## src/rtl/eeg_pea_eng_oarb.sv

```systemverilog
// Output arbiter for a row of EEG PEs: round-robin merge of the per-PE output streams
// onto the single ORAM write port, with per-PE address translation and layer-done tracking.
module eeg_pea_eng_oarb #(
  parameter int PE_NUM      = 4,
  parameter int DATA_OUT_DW = 8,
  parameter int OMUX_ADD_AW = 8,
  parameter int ORAM_ADD_AW = 10,
  parameter int PE_IDX_AW   = (PE_NUM > 1) ? $clog2(PE_NUM) : 1
) (
  input  logic                          clk,
  input  logic                          rst,
  input  logic                          CFG_START,
  input  logic [PE_NUM-1:0]             CFG_PE_MSK,
  input  logic [ORAM_ADD_AW-1:0]        CFG_OADD_BASE,
  input  logic [ORAM_ADD_AW-1:0]        CFG_OADD_STR,
  input  logic [PE_NUM-1:0]             PE_OUT_VLD,
  input  logic [PE_NUM-1:0]             PE_OUT_LST,
  input  logic [PE_NUM*OMUX_ADD_AW-1:0] PE_OUT_ADD,
  input  logic [PE_NUM*DATA_OUT_DW-1:0] PE_OUT_DAT,
  output logic [PE_NUM-1:0]             PE_OUT_RDY,
  output logic                          ORAM_WR_VLD,
  output logic [ORAM_ADD_AW-1:0]        ORAM_WR_ADD,
  output logic [DATA_OUT_DW-1:0]        ORAM_WR_DAT,
  input  logic                          ORAM_WR_RDY,
  output logic                          DONE,
  output logic                          IS_IDLE,
  output logic                          ERR
);

  typedef enum logic [1:0] {
    ST_IDLE = 2'd0,
    ST_RUN  = 2'd1,
    ST_FIN  = 2'd2
  } state_t;

  state_t                 state_reg, state_next;
  logic [PE_NUM-1:0]      mask_reg;
  logic [PE_NUM-1:0]      done_reg;
  logic [PE_IDX_AW-1:0]   rr_ptr_reg;
  logic [ORAM_ADD_AW-1:0] off_reg [PE_NUM];
  logic                   wr_vld_reg;
  logic [ORAM_ADD_AW-1:0] wr_add_reg;
  logic [DATA_OUT_DW-1:0] wr_dat_reg;
  logic                   err_reg;

  logic [OMUX_ADD_AW-1:0] pe_add [PE_NUM];
  logic [DATA_OUT_DW-1:0] pe_dat [PE_NUM];
  logic [ORAM_ADD_AW-1:0] pe_loc [PE_NUM];

  logic                   run;
  logic                   adv;
  logic                   start_go;
  logic                   all_done;
  logic                   bad_beat;
  logic                   accept;
  logic [PE_NUM-1:0]      elig;
  logic                   gnt_found;
  logic [PE_IDX_AW-1:0]   gnt_idx;
  logic [PE_IDX_AW-1:0]   rr_ptr_next;
  logic [ORAM_ADD_AW-1:0] wr_add_next;

  // Unpack the PE buses and widen each local address to the ORAM address width.
  genvar gi;
  generate
    for (gi = 0; gi < PE_NUM; gi++) begin : g_pe
      assign pe_add[gi] = PE_OUT_ADD[gi*OMUX_ADD_AW +: OMUX_ADD_AW];
      assign pe_dat[gi] = PE_OUT_DAT[gi*DATA_OUT_DW +: DATA_OUT_DW];
      if (OMUX_ADD_AW >= ORAM_ADD_AW) begin : g_trunc
        assign pe_loc[gi] = pe_add[gi][ORAM_ADD_AW-1:0];
      end else begin : g_ext
        assign pe_loc[gi] = {{(ORAM_ADD_AW-OMUX_ADD_AW){1'b0}}, pe_add[gi]};
      end
    end
  endgenerate

  assign run      = (state_reg == ST_RUN);
  assign adv      = ~wr_vld_reg | ORAM_WR_RDY;
  assign start_go = (state_reg == ST_IDLE) & CFG_START;
  assign all_done = &(done_reg | ~mask_reg);
  assign bad_beat = run & (|(PE_OUT_VLD & (~mask_reg | done_reg)));
  assign elig     = PE_OUT_VLD & mask_reg & ~done_reg;

  // Round-robin: lowest eligible index at or above the pointer, else lowest overall.
  always_comb begin
    gnt_found = 1'b0;
    gnt_idx   = '0;
    for (int i = PE_NUM - 1; i >= 0; i--) begin
      if (elig[i] && (PE_IDX_AW'(i) >= rr_ptr_reg)) begin
        gnt_found = 1'b1;
        gnt_idx   = PE_IDX_AW'(i);
      end
    end
    if (!gnt_found) begin
      for (int i = PE_NUM - 1; i >= 0; i--) begin
        if (elig[i]) begin
          gnt_found = 1'b1;
          gnt_idx   = PE_IDX_AW'(i);
        end
      end
    end
  end

  assign accept      = run & adv & gnt_found;
  assign rr_ptr_next = (gnt_idx == PE_IDX_AW'(PE_NUM - 1)) ? '0 : gnt_idx + PE_IDX_AW'(1);
  assign wr_add_next = off_reg[gnt_idx] + pe_loc[gnt_idx];

  always_comb begin
    PE_OUT_RDY = '0;
    if (accept) begin
      PE_OUT_RDY[gnt_idx] = 1'b1;
    end
  end

  always_comb begin
    state_next = state_reg;
    DONE       = 1'b0;
    IS_IDLE    = 1'b0;
    case (state_reg)
      ST_IDLE: begin
        IS_IDLE = 1'b1;
        if (CFG_START) begin
          state_next = ST_RUN;
        end
      end
      ST_RUN: begin
        // Only finish once the final beat has left the output register.
        if (all_done && adv) begin
          state_next = ST_FIN;
        end
      end
      ST_FIN: begin
        DONE       = 1'b1;
        state_next = ST_IDLE;
      end
      default: state_next = ST_IDLE;
    endcase
  end

  always_ff @(posedge clk) begin
    if (rst) begin
      state_reg <= ST_IDLE;
    end else begin
      state_reg <= state_next;
    end
  end

  // Per-PE base offsets are ready by the first RUN cycle, keeping the multiply off the grant path.
  always_ff @(posedge clk) begin
    if (rst) begin
      mask_reg <= '0;
      done_reg <= '0;
      for (int i = 0; i < PE_NUM; i++) begin
        off_reg[i] <= '0;
      end
    end else if (start_go) begin
      mask_reg <= CFG_PE_MSK;
      done_reg <= '0;
      for (int i = 0; i < PE_NUM; i++) begin
        off_reg[i] <= CFG_OADD_BASE + ORAM_ADD_AW'(i) * CFG_OADD_STR;
      end
    end else if (accept && PE_OUT_LST[gnt_idx]) begin
      done_reg[gnt_idx] <= 1'b1;
    end
  end

  always_ff @(posedge clk) begin
    if (rst) begin
      rr_ptr_reg <= '0;
    end else if (accept) begin
      rr_ptr_reg <= rr_ptr_next;
    end
  end

  always_ff @(posedge clk) begin
    if (rst) begin
      wr_vld_reg <= 1'b0;
      wr_add_reg <= '0;
      wr_dat_reg <= '0;
    end else if (accept) begin
      wr_vld_reg <= 1'b1;
      wr_add_reg <= wr_add_next;
      wr_dat_reg <= pe_dat[gnt_idx];
    end else if (ORAM_WR_RDY) begin
      wr_vld_reg <= 1'b0;
    end
  end

  always_ff @(posedge clk) begin
    if (rst) begin
      err_reg <= 1'b0;
    end else if (bad_beat) begin
      err_reg <= 1'b1;
    end
  end

  assign ORAM_WR_VLD = wr_vld_reg;
  assign ORAM_WR_ADD = wr_add_reg;
  assign ORAM_WR_DAT = wr_dat_reg;
  assign ERR         = err_reg;

endmodule

```

## config.mk

```make
export PLATFORM = sky130hd
export DESIGN_NAME = eeg_pea_eng_oarb
export DESIGN_NICKNAME = d
export VERILOG_FILES = /design/src/rtl/eeg_pea_eng_oarb.sv
export SDC_FILE = /design/constraint.sdc
export NUM_CORES = 1
export LEC_CHECK = 0
export CORE_MARGIN = 2
export CORE_UTILIZATION = 54
export CTS_CLUSTER_DIAMETER = 30
export CTS_CLUSTER_SIZE = 14
export DETAILED_ROUTE_END_ITERATION = 8
export PLACE_DENSITY = 0.87
export SKIP_LAST_GASP = 1
export SYNTH_ARGS = -nofsm -noshare
export SYNTH_HDL_FRONTEND = slang
export SYNTH_SLANG_ARGS = --single-unit
```

## constraint.sdc

```tcl
create_clock -name clk -period 6.4 [get_ports clk]
set_input_delay 0.64 -clock clk [delete_from_list [all_inputs] [get_ports clk]]
set_output_delay 0.64 -clock clk [all_outputs]
set_load 0.01 [all_outputs]
```

==> metrics.md <==
| Metric | Value |
|---|---|
| TritonCTS clock tree | `yes` |
| Worst-Margin Slew | `1.18 ns` |
| Pin count of the biggest net entering global routing | `46` |
| Max_slew headroom | `0.212` |
| Vias/cell | `5.68` |
| Post-Route WL | `12.2 mm` |
| Starting DRC count in detailed routing | `174` |
| Switching part of the total | `0.317` |
| Endpoints failing hold | `0` |
| Multi-input logic area | `2990 um2` |
| Maximum VDD drop | `102 uV` |
| Status | `finished clean` |
| Drt drc | `0` |
| Core ar. | `8810 um2` |
| Setup_tns | `0 ns` |
| Total GRT Usage | `0.254` |
| Pwr dens | `200 nW/um2` |
| FF-to-FF setup slack | `2.62 ns` |
| I/O pins | `126` |
| Max Cap Viol | `0` |
| Synthesized area | `4960 um2` |
| Fmax | `240 MHz` |
| Logic pwr share | `0.359` |
| First-pass GRT wire length | `20.2 mm` |
| DPL Wire Length | `9.71 mm` |
| Critical Path AT | `4.41 ns` |
| Gpl congestion | `0.913` |
| Worst skew pair latency | `0.35 ns` |
| Min Clock Period, post-route | `4.17 ns` |
| Worst r2r path cells | `17` |
| Pint | `879 uW` |
| FFs w/ async S/R, synth | `0` |
| Ant diodes | `0` |
| Fin. max-slew vios | `0` |
| Net count, final | `790` |
| # clock sinks | `70` |
| Layout cells sized above 1 | `0.0495` |
| Post-CTS setup buffer count | `0` |
| Clock-pin slew on the worst setup and hold paths | `0.07 ns` |
| RSZ-0062 raised after global routing | `no` |
| Dpl ws | `1.93 ns` |
| Clock Skew | `0.0120 ns` |
| Type of origin of the critical path | `primary input` |
| Initial antenna violation count | `0` |
| CTS max path bufs | `2` |
| Clk pwr share | `0.226` |
| Crit Path Class | `primary input to register` |
| Final worst setup slack | `2.23 ns` |
| CP required | `6.64 ns` |
| Antenna viol nets, final | `0` |
| Htree depth | `3` |
| Via count | `4280` |
| Sequential area share after synthesis | `0.359` |
| Number of synthesized flops with an enable pin | `38` |
| DR WL/cell | `16.2 um` |
| Area Growth Syn to Fin | `30.0%` |
| Max FFs per register | `38` |
| Endpoint class of the critical path | `register` |
| Endpoint of the worst-slack reg-to-reg timing path | `ORAM_WR_ADD[8]$_SDFFE_PP0P_` |
| Crit Path Max Fanout | `45` |
| Net load switching power | `409 uW` |
| Reg area | `1780 um2` |
| CTS resizes | `0` |
| Die width | `99.8 um` |
| Syn_nets | `672` |
| Die area | `9970 um2` |
| Fillers | `654` |
| DIE HEIGHT | `99.8 um` |
| Leak | `0.00243 uW` |
| Worst min path class | `register to register` |
| Critical path endpoint | `ORAM_WR_ADD[8]$_SDFFE_PP0P_` |
| Fin crit share | `0.651` |
| Min Hold Slack | `0.455 ns` |
| Vias in the first global route | `4442` |
| Main flop type after synthesis | `edfxtp_1` |
| # port buffers | `125` |
| Clock Tree Root | `clkbuf_8` |
| Synthesized flop and latch total | `70` |
| Netlist cell types | `49` |
| Mean post-synth cell area | `9.48 um2` |
| Final setup viols | `0` |
| CP startpoint | `PE_OUT_VLD[2]` |
| Reg power frac | `0.415` |
| # rows | `34` |
| Worst r2r src | `done_reg[0]$_SDFFE_PP0P_` |
| Starting density of the core | `0.563` |
| Cts bufs inserted | `9` |
| Syn. warnings | `0` |
| Number of iterations in the first detailed-routing pass | `5` |
| Number of buffers inserted by hold repair at cts | `0` |
| Cells after synthesis | `523` |
| GRT overflow | `0` |
==> cell type report <==
type	instances	area share
inverters	27	0.0157
multi-input cells	403	0.463
clock buffers	10	0.0198
well taps	108	0.0210
clock inverters	6	0.00446
flip-flops and latches	70	0.276
repair buffers	130	0.200
==> how the worst min path moves through the flow <==
| stage | endpoint | depth (start not counted) | from | slack, ns |
|---|---|---|---|---|
| 3_5_place_dp | ORAM_WR_DAT[2]$_SDFFE_PP0P_ | 2 | ORAM_WR_DAT[2]$_SDFFE_PP0P_ | 0.45 |
| 2_1_floorplan | done_reg[3]$_SDFFE_PP0P_ | 2 | done_reg[3]$_SDFFE_PP0P_ | 0.44 |
| 5_1_grt | ORAM_WR_DAT[2]$_SDFFE_PP0P_ | 2 | ORAM_WR_DAT[2]$_SDFFE_PP0P_ | 0.48 |
| 4_1_cts | ORAM_WR_ADD[0]$_SDFFE_PP0P_ | 2 | ORAM_WR_ADD[0]$_SDFFE_PP0P_ | 0.46 |
| 6_report | ORAM_WR_ADD[0]$_SDFFE_PP0P_ | 2 | ORAM_WR_ADD[0]$_SDFFE_PP0P_ | 0.46 |
| 3_3_place_gp | ORAM_WR_DAT[2]$_SDFFE_PP0P_ | 2 | ORAM_WR_DAT[2]$_SDFFE_PP0P_ | 0.44 |
==> cell usage after synthesis (2+ instances only) <==
cell | instances | area, um2
a211oi_1 | 15 | 113
a21boi_0 | 3 | 22.5
a21o_1 | 9 | 67.6
a21oi_1 | 57 | 285
a22o_1 | 4 | 35.0
and2_1 | 15 | 93.8
and3b_1 | 2 | 17.5
buf_2 | 4 | 20.0
buf_4 | 3 | 22.5
clkbuf_1 | 16 | 60.1
dfxtp_1 | 32 | 641
edfxtp_1 | 38 | 1140
fa_1 | 12 | 240
ha_1 | 37 | 463
inv_1 | 27 | 101
mux2_2 | 9 | 101
mux2i_1 | 30 | 300
mux4_2 | 2 | 45.0
nand2_1 | 43 | 161
nand2b_1 | 6 | 37.5
nand3_1 | 5 | 25.0
nand3b_1 | 6 | 45.0
nand4b_1 | 2 | 17.5
nand4bb_1 | 2 | 22.5
nor2_1 | 37 | 139
nor2b_1 | 25 | 156
nor3_1 | 14 | 70.1
nor3b_1 | 2 | 15.0
o211ai_1 | 8 | 60.1
o21a_1 | 6 | 45.0
o21ai_0 | 17 | 85.1
o31ai_1 | 3 | 22.5
xnor2_1 | 13 | 114
xor2_1 | 4 | 35.0
==> kinds of logic after synthesis <==
group | count (synthesis) | share of synthesized area
xor gates and xnor gates | 17 | 0.0300
DFF | 70 | 0.359
adders and majority gates | 49 | 0.142
and+or+nand+nor | 163 | 0.167
AOI/OAI and AO/OA | 133 | 0.171
buffers and inverters | 50 | 0.0411
muxes | 41 | 0.0901
==> cells in the final DEF, fill, tap and decap left out, types with 3 or more instances in the layout <==
cell,n
clkbuf_8,9
clkinv_1,4
nor3_1,14
nor2_1,37
nand3b_1,6
xnor2_1,13
a21boi_0,3
a22o_1,4
inv_1,27
a21o_1,9
dfxtp_1,32
o21ai_0,17
ha_1,37
a211oi_1,15
a21oi_1,56
nand2b_1,6
xor2_1,4
nand3_1,5
mux2i_1,30
mux2_2,9
and2_1,15
o21a_1,6
fa_1,12
o211ai_1,8
o31ai_1,3
nand2_1,43
buf_4,5
clkdlybuf4s50_1,125
nor2b_1,25
edfxtp_1,38
==> routing by layer <==
layer,track usage,routed length (um),vias up
met2,0.455,6060,155
met3,0.0418,863,27
met5,0,0,-
met1,0.304,4980,1985
li1,-,-,2113
met4,0.106,319,0
==> power groups by stage <==
stage | Sequential, uW | Clock, uW | Combinational, uW
after global routing | 539 | 314 | 513
after detailed placement | 545 | 0 | 459
after global placement | 542 | 0 | 437
after floorplan | 543 | 0 | 296
final | 534 | 291 | 462
after CTS | 535 | 296 | 462
==> per-stage QoR <==
stage               total power [uW]  cells   util  instance area, um2
floorplan                        839    523      -                4960
global placement                 979    738  0.715                6290
detailed placement              1000    738  0.715                6290
CTS                             1290    754  0.732                6450
global route                    1370    754  0.732                6450
finish                          1290    754  0.732                6450
==> critical path: stages <==
cell and delay, ns:
clkdlybuf4s50_1 0.53, and3b_1 0.17, o221ai_1 0.15, a21oi_4 0.20
buf_4 0.47, nor2b_1 0.11, a211oi_1 0.27, a21oi_1 0.08
ha_1 0.22, inv_1 0.07, fa_1 0.20, nor2b_1 0.05
o21ai_0 0.21, a21oi_1 0.12, o21a_1 0.20, o41a_1 0.34
xnor2_1 0.15, o31ai_1 0.20
Note: power is estimated with default switching activity, not from simulation.
